===== src/rtl/dbus_if_pkg.sv =====
// Shared defines for the data-bus interface unit.
// Bus word types, FSM state encoding, watchdog limit, byte lanes.
package dbus_if_pkg;

  localparam int RegBusW = 32;
  typedef logic [RegBusW-1:0] RegBus;
  localparam RegBus ZeroWord = '0;

  typedef enum logic [1:0] {
    IDLE = 2'd0,
    BUSY = 2'd1,
    HOLD = 2'd2
  } dbus_state_e;

  localparam logic [7:0] DBUS_TIMEOUT = 8'd255;

  localparam logic [3:0] SEL_NONE = 4'b0000;
  localparam logic [3:0] SEL_B0   = 4'b0001;
  localparam logic [3:0] SEL_B1   = 4'b0010;
  localparam logic [3:0] SEL_B2   = 4'b0100;
  localparam logic [3:0] SEL_B3   = 4'b1000;
  localparam logic [3:0] SEL_H0   = 4'b0011;
  localparam logic [3:0] SEL_H1   = 4'b1100;
  localparam logic [3:0] SEL_ALL  = 4'b1111;

  typedef struct packed {
    logic       cyc;
    logic       we;
    logic [3:0] sel;
    RegBus      addr;
    RegBus      wdata;
  } bus_req_t;

endpackage


===== src/rtl/dbus_if_if.sv =====
// Wishbone-style data bus between dbus_if (master) and memory (slave).
// master drives cyc/stb/we/sel/addr/wdata/err; slave drives rdata/ack.
interface dbus_if_if;
  import dbus_if_pkg::*;

  logic       bus_cyc_o;
  logic       bus_stb_o;
  logic       bus_we_o;
  logic [3:0] bus_sel_o;
  RegBus      bus_addr_o;
  RegBus      bus_wdata_o;
  RegBus      bus_rdata_i;
  logic       bus_ack_i;
  logic       bus_err_o;

  modport master (
    output bus_cyc_o, bus_stb_o, bus_we_o,
    output bus_sel_o, bus_addr_o, bus_wdata_o,
    output bus_err_o,
    input  bus_rdata_i, bus_ack_i
  );

  modport slave (
    input  bus_cyc_o, bus_stb_o, bus_we_o,
    input  bus_sel_o, bus_addr_o, bus_wdata_o,
    input  bus_err_o,
    output bus_rdata_i, bus_ack_i
  );

endinterface


===== src/rtl/dbus_timeout_cnt.sv =====
// Watchdog for BUSY: counts BUSY cycles, flags the DBUS_TIMEOUT-th one.
// Ports: clk, rst, busy_i, clr_i (ack/flush), expired_o.
module dbus_timeout_cnt
  import dbus_if_pkg::*;
(
  input  logic clk,
  input  logic rst,
  input  logic busy_i,
  input  logic clr_i,
  output logic expired_o
);

  logic [7:0] cnt_q;
  logic [7:0] cnt_d;

  // cnt_q holds the BUSY cycles already elapsed, so the
  // current cycle is number cnt_q+1.
  assign expired_o = busy_i &&
    (cnt_q == DBUS_TIMEOUT - 8'd1);

  always_comb begin
    cnt_d = 8'd0;
    if (busy_i && !clr_i && !expired_o)
      cnt_d = cnt_q + 8'd1;
  end

  always_ff @(posedge clk or posedge rst) begin
    if (rst) cnt_q <= 8'd0;
    else     cnt_q <= cnt_d;
  end

endmodule


===== src/rtl/dbus_if.sv =====
// Data-bus interface: turns MEM-stage loads/stores into bus cycles.
// Ports: clk, rst, mem_* request, stall_i/flush_i/stallreq_o, bus (master).
// Optional watchdog abort enabled by macro DBUS_TIMEOUT_EN.
module dbus_if
  import dbus_if_pkg::*;
(
  input  logic       clk,
  input  logic       rst,
  input  logic       mem_ce_i,
  input  logic       mem_we_i,
  input  logic [3:0] mem_sel_i,
  input  RegBus      mem_addr_i,
  input  RegBus      mem_wdata_i,
  output RegBus      mem_rdata_o,
  input  logic       stall_i,
  input  logic       flush_i,
  output logic       stallreq_o,
  dbus_if_if.master  bus
);

  dbus_state_e state_q;
  bus_req_t    req_q;
  RegBus       rd_buf_q;
  logic        tmo;

`ifdef DBUS_TIMEOUT_EN
  logic busy;
  logic tmo_raw;

  assign busy = (state_q == BUSY);

  dbus_timeout_cnt u_tmo (
    .clk      (clk),
    .rst      (rst),
    .busy_i   (busy),
    .clr_i    (bus.bus_ack_i | flush_i),
    .expired_o(tmo_raw)
  );

  // ack and flush both win over an expiring watchdog
  assign tmo = tmo_raw && !bus.bus_ack_i && !flush_i;
`else
  assign tmo = 1'b0;
`endif

  assign bus.bus_cyc_o   = req_q.cyc;
  assign bus.bus_stb_o   = req_q.cyc;
  assign bus.bus_we_o    = req_q.we;
  assign bus.bus_sel_o   = req_q.sel;
  assign bus.bus_addr_o  = req_q.addr;
  assign bus.bus_wdata_o = req_q.wdata;
  assign bus.bus_err_o   = tmo;

  // rst gates these too so a held mem_ce_i cannot leak
  // a stall request while the block is in reset.
  always_comb begin
    stallreq_o  = 1'b0;
    mem_rdata_o = ZeroWord;
    if (!rst && !flush_i) begin
      unique case (state_q)
        IDLE: stallreq_o = mem_ce_i;
        BUSY: begin
          stallreq_o = !(bus.bus_ack_i || tmo);
          if (bus.bus_ack_i && !req_q.we)
            mem_rdata_o = bus.bus_rdata_i;
        end
        HOLD: mem_rdata_o = rd_buf_q;
        default: ;
      endcase
    end
  end

  always_ff @(posedge clk or posedge rst) begin
    if (rst) begin
      state_q  <= IDLE;
      req_q    <= '0;
      rd_buf_q <= ZeroWord;
    end else if (flush_i) begin
      state_q <= IDLE;
      req_q   <= '0;
    end else begin
      unique case (state_q)
        IDLE: begin
          if (mem_ce_i) begin
            req_q <= '{
              cyc:   1'b1,
              we:    mem_we_i,
              sel:   mem_sel_i,
              addr:  mem_addr_i,
              wdata: mem_wdata_i
            };
            state_q <= BUSY;
          end
        end
        BUSY: begin
          if (bus.bus_ack_i || tmo) begin
            req_q <= '0;
            if (bus.bus_ack_i && !req_q.we)
              rd_buf_q <= bus.bus_rdata_i;
            state_q <= stall_i ? HOLD : IDLE;
          end
        end
        HOLD: begin
          if (!stall_i) state_q <= IDLE;
        end
        default: begin
          state_q <= IDLE;
          req_q   <= '0;
        end
      endcase
    end
  end

endmodule


===== src/flat_wrapper.sv =====
// flat-port wrapper written by rule: the top's interface ports become plain ports
module dbus_if_flat import dbus_if_pkg::*;
  (clk, rst, mem_ce_i, mem_we_i, mem_sel_i, mem_addr_i, mem_wdata_i, mem_rdata_o, stall_i, flush_i, stallreq_o, bus_bus_cyc_o, bus_bus_stb_o, bus_bus_we_o, bus_bus_sel_o, bus_bus_addr_o, bus_bus_wdata_o, bus_bus_err_o, bus_bus_rdata_i, bus_bus_ack_i);
  dbus_if_if bus_i ();
  input  logic clk;
  input  logic rst;
  input  logic mem_ce_i;
  input  logic mem_we_i;
  input  logic [3:0] mem_sel_i;
  input  RegBus mem_addr_i;
  input  RegBus mem_wdata_i;
  output RegBus mem_rdata_o;
  input  logic stall_i;
  input  logic flush_i;
  output logic stallreq_o;
  output wire logic [$bits(bus_i.bus_cyc_o)-1:0] bus_bus_cyc_o;
  output wire logic [$bits(bus_i.bus_stb_o)-1:0] bus_bus_stb_o;
  output wire logic [$bits(bus_i.bus_we_o)-1:0] bus_bus_we_o;
  output wire logic [$bits(bus_i.bus_sel_o)-1:0] bus_bus_sel_o;
  output wire logic [$bits(bus_i.bus_addr_o)-1:0] bus_bus_addr_o;
  output wire logic [$bits(bus_i.bus_wdata_o)-1:0] bus_bus_wdata_o;
  output wire logic [$bits(bus_i.bus_err_o)-1:0] bus_bus_err_o;
  input wire logic [$bits(bus_i.bus_rdata_i)-1:0] bus_bus_rdata_i;
  input wire logic [$bits(bus_i.bus_ack_i)-1:0] bus_bus_ack_i;
  assign bus_bus_cyc_o = bus_i.bus_cyc_o;
  assign bus_bus_stb_o = bus_i.bus_stb_o;
  assign bus_bus_we_o = bus_i.bus_we_o;
  assign bus_bus_sel_o = bus_i.bus_sel_o;
  assign bus_bus_addr_o = bus_i.bus_addr_o;
  assign bus_bus_wdata_o = bus_i.bus_wdata_o;
  assign bus_bus_err_o = bus_i.bus_err_o;
  assign bus_i.bus_rdata_i = bus_bus_rdata_i;
  assign bus_i.bus_ack_i = bus_bus_ack_i;
  dbus_if u_core (.clk(clk), .rst(rst), .mem_ce_i(mem_ce_i), .mem_we_i(mem_we_i), .mem_sel_i(mem_sel_i), .mem_addr_i(mem_addr_i), .mem_wdata_i(mem_wdata_i), .mem_rdata_o(mem_rdata_o), .stall_i(stall_i), .flush_i(flush_i), .stallreq_o(stallreq_o), .bus(bus_i));
endmodule

===== config.mk =====
export PLATFORM = sky130hd
export DESIGN_NAME = dbus_if_flat
export DESIGN_NICKNAME = d
export VERILOG_FILES = /design/src/rtl/dbus_if_pkg.sv /design/src/rtl/dbus_if_if.sv /design/src/rtl/dbus_timeout_cnt.sv /design/src/rtl/dbus_if.sv /design/src/flat_wrapper.sv
export SDC_FILE = /design/constraint.sdc
export NUM_CORES = 1
export LEC_CHECK = 0
export BUFFER_PORTS_ARGS = -buffer_cell sky130_fd_sc_hd__buf_4
export CORE_ASPECT_RATIO = 0.8
export CORE_MARGIN = 2
export CORE_UTILIZATION = 46
export CTS_CLUSTER_DIAMETER = 30
export DETAILED_ROUTE_END_ITERATION = 8
export PLACE_DENSITY = 0.78
export SYNTH_ARGS = -nofsm -noshare
export SYNTH_HDL_FRONTEND = slang
export SYNTH_SLANG_ARGS = --single-unit

===== constraint.sdc =====
create_clock -name clk -period 3.7 [get_ports clk]
set_input_delay 0.185 -clock clk [delete_from_list [all_inputs] [get_ports clk]]
set_output_delay 0.185 -clock clk [all_outputs]
set_load 0.005 [all_outputs]

==> metrics.md <==
| Metric | Value |
|---|---|
| Status | `finished with violations` |
| Violations in the final reports | `DRC` |
| Mean number of vias per cell | `5.31` |
| Via count | `3,459` |
| Synthesis-to-finish area growth | `44.3%` |
| Hold Crit Class | `in -> async` |
| Clk buf depth | `2` |
| Most frequent cells in the layout | `buf_4 (218), dfrtp_1 (104), a22o_1 (69), nor2_1 (33), a22oi_1 (31)` |
| Mapped Avg Cell Area | `13.1 um^2` |
| Routability cong. | `0.787` |
| Fmax | `367 MHz` |
| R2r endpoint | `u_core.bus.bus_wdata_o[13]` |
| PD cells | `561 nW/um^2` |
| R2R setup slack | `1.43 ns` |
| Grt total ovfl | `0` |
| Max FO, Critical Path | `31` |
| Mapped cell area | `4360 um^2` |
| Worst-Skew Late Latency | `0.34 ns` |
| Fin cells | `651` |
| Worst-Margin Slew | `1.14 ns` |
| Setup CP Type | `reg -> out` |
| Crit-path leading delay family | `simple AND/OR/NAND/NOR gates` |
| Post-DRT Antenna Nets | `0` |
| RSZ-0062 raised after global routing | `no` |
| Initial Utilization | `47.7%` |
| Worst-case reg-to-reg path depth | `6` |
| Final worst path period share | `73.7%` |
| Post-CTS Setup Bufs | `0` |
| PortBufs | `210` |
| Worst Path Buf+Inv | `2` |
| Top Ports | `212` |
| H-tree level count | `3` |
| Slew HR | `23.8%` |
| Initial DRC Count | `279` |
| Seq/Total Area, Yosys | `59.6%` |
| Core area | `9150 um^2` |
| DRT Wirelength | `11,200 um` |
| Largest cells by area after synthesis | `dfrtp_1 (60%), a22o_1 (14%), mux2_1 (7.7%), a22oi_1 (5.3%), nor2_1 (2.8%)` |
| Slowest cell delay on critical path | `0.95 ns` |
| Dpl cells | `635` |
| Die Wd | `113 um` |
| Min cycle time layout | `2.73 ns` |
| Number of hold violations in the final report | `0` |
| VDD IR max | `0.275 mV` |
| Fin. max-slew vios | `0` |
| DP HPWL | `8000 um` |
| Final setup fails | `0` |
| Crit path capture type | `output port` |
| Vias in the first global route | `3,499` |
| CTS tree | `done` |
| Slowest stage cell on the critical path | `and3b_1` |
| RR Startpoint | `u_core.state_q[0]` |
| Gr usage total | `21.9%` |
| Layout Nets | `642` |
| CTS Buf Count | `9` |
| Ys Warns | `0` |
| Setup TNS Final | `0 ns` |
| Post-CTS sizing | `0` |
| Drt wl/cell | `17.2 um` |
| DIE AREA | `10,300 um^2` |
| Clk slew on worst S/H paths | `0.07 ns` |
| ANT cells | `0` |
| Flops & latches, synth | `104` |
| Largest net degree at the start of global routing | `77` |
| Clock skew | `0.00930 ns` |
| MaxCap Viol Count | `0` |
| Synth cell types | `32` |
| CP Launch Point | `u_core.state_q[1]` |
| Top cell type's share of synthesized area | `59.6%` |
| Lkg Pwr | `3.17 nW` |
| Hold_buf cts | `0` |
| Most common cell after layout, fill and taps aside | `buf_4` |
| Syn Inst Count | `333` |
| Synth area leader | `dfrtp_1` |
| Die height | `91.1 um` |
| First-pass GRT wire length | `17,900 um` |
| Share of cells above drive strength 1 | `45.1%` |
| Crit path cell chain | `inv_1, ha_1, and3b_1, a22oi_1, nor2_1, buf_4` |
| Synthesized net count | `444` |
| DR DRC count | `11` |
| CTS Root Cell | `clkbuf_16` |
| Critical path arrival | `2.54 ns` |
| Initial antenna violation count | `0` |
| Row count | `31` |
| Worst Path Required | `3.51 ns` |
| CP startpoint kind | `register` |
| CTS sink cnt | `104` |
| 1st-pass router iterations | `7` |
| FILL cells | `698` |
[worst reg2reg max path, cell delays in order, from the launching register on]
cell,delay (ns)
dfrtp_1,0.40
inv_1,0.08
ha_1,0.19
buf_4,0.25
nor4b_4,0.79
buf_4,0.34
a22o_1,0.16
[registers in the layout, indices dropped and copies added, names as in the netlist]
signal and cells:
u_core.bus.bus_we_o 1, u_core.bus.bus_wdata_o 32, u_core.bus.bus_sel_o 4, u_core.state_q 2
u_core.bus.bus_addr_o 32, u_core.bus.bus_cyc_o 1, u_core.rd_buf_q 32
[worst max path at each step]
stage / end / slack [ns] / cells past startpoint
6_report: mem_rdata_o[15] / 0.97 / 6
5_1_grt: mem_rdata_o[7] / 0.77 / 6
4_1_cts: mem_rdata_o[15] / 0.95 / 6
3_5_place_dp: mem_rdata_o[15] / 1.31 / 6
3_3_place_gp: mem_rdata_o[14] / 1.41 / 6
2_1_floorplan: u_core.bus.bus_addr_o[0] / 0.78 / 1
[synthesized netlist by cell type (all sizes together)]
| master | n |
|---|---|
| nor4bb | 1 |
| o21ai | 1 |
| dfrtp | 104 |
| nand4b | 1 |
| and3 | 1 |
| nand2b | 4 |
| nand2 | 4 |
| conb | 1 |
| nand3b | 1 |
| clkbuf | 6 |
| nor4b | 1 |
| a22o | 69 |
| and3b | 1 |
| inv | 4 |
| mux2 | 32 |
| nor2b | 1 |
| a31oi | 1 |
| nor2 | 33 |
| ha | 4 |
| a21oi | 2 |
| a22oi | 31 |
| mux2i | 1 |
| a21o | 1 |
| nand3 | 1 |
| o32ai | 1 |
| buf | 26 |
[layout make-up]
cell class | instances | area, um^2 | share of cell area (%)
clock inverter | 6 | 75.1 | 1.19
inverter | 4 | 17.5 | 0.278
sequential | 104 | 2600 | 41.3
multi-input combinational | 193 | 1570 | 25.0
tap | 115 | 144 | 2.29
clock buffer | 10 | 229 | 3.64
timing repair buffer | 219 | 1660 | 26.3
[metrics by stage]
stage               power, mW  instance area (um^2)  util (%)  worst slack (ns)  hold slack (ns)
global route             3.73                  6300      68.8             0.765           0.0453
CTS                      3.57                  6300      68.8             0.947           0.0448
finish                   3.53                  6300      68.8             0.974           0.0551
global placement         2.55                  5990      65.5              1.41            0.401
floorplan                2.15                  4360         -             0.783            0.318
detailed placement       2.59                  5990      65.5              1.31            0.405
[cell families (layout without fill, tap and decap cells)]
| group | count (synthesis) | in the layout | share of synthesized area, % |
|---|---|---|---|
| multiplexers | 33 | 33 | 8.49 |
| buffers and inverters | 36 | 239 | 5.05 |
| other | 1 | 1 | 0.0859 |
| AO/OA/AOI/OAI | 106 | 106 | 20.0 |
| adder cells (fa/ha/maj) | 4 | 4 | 1.15 |
| flip-flops | 104 | 104 | 59.6 |
| AND/OR/NAND/NOR | 49 | 49 | 5.56 |
[routing by layer]
metal | wire length (um) | vias to the layer above | global-route usage (%)
li1 | - | 1625 | -
met1 | 4690 | 1686 | 29.2
met2 | 5450 | 140 | 35.2
met3 | 979 | 8 | 7.48
met4 | 78 | 0 | 4.07
met5 | 0 | - | 0
[where the power goes]
part / switching (mW) / total, mW / internal, mW
logic: 0.435 / 0.955 / 0.520
registers: 0.176 / 1.62 / 1.44
clock network: 0.424 / 0.960 / 0.536
(Power assumes the default switching activity.)
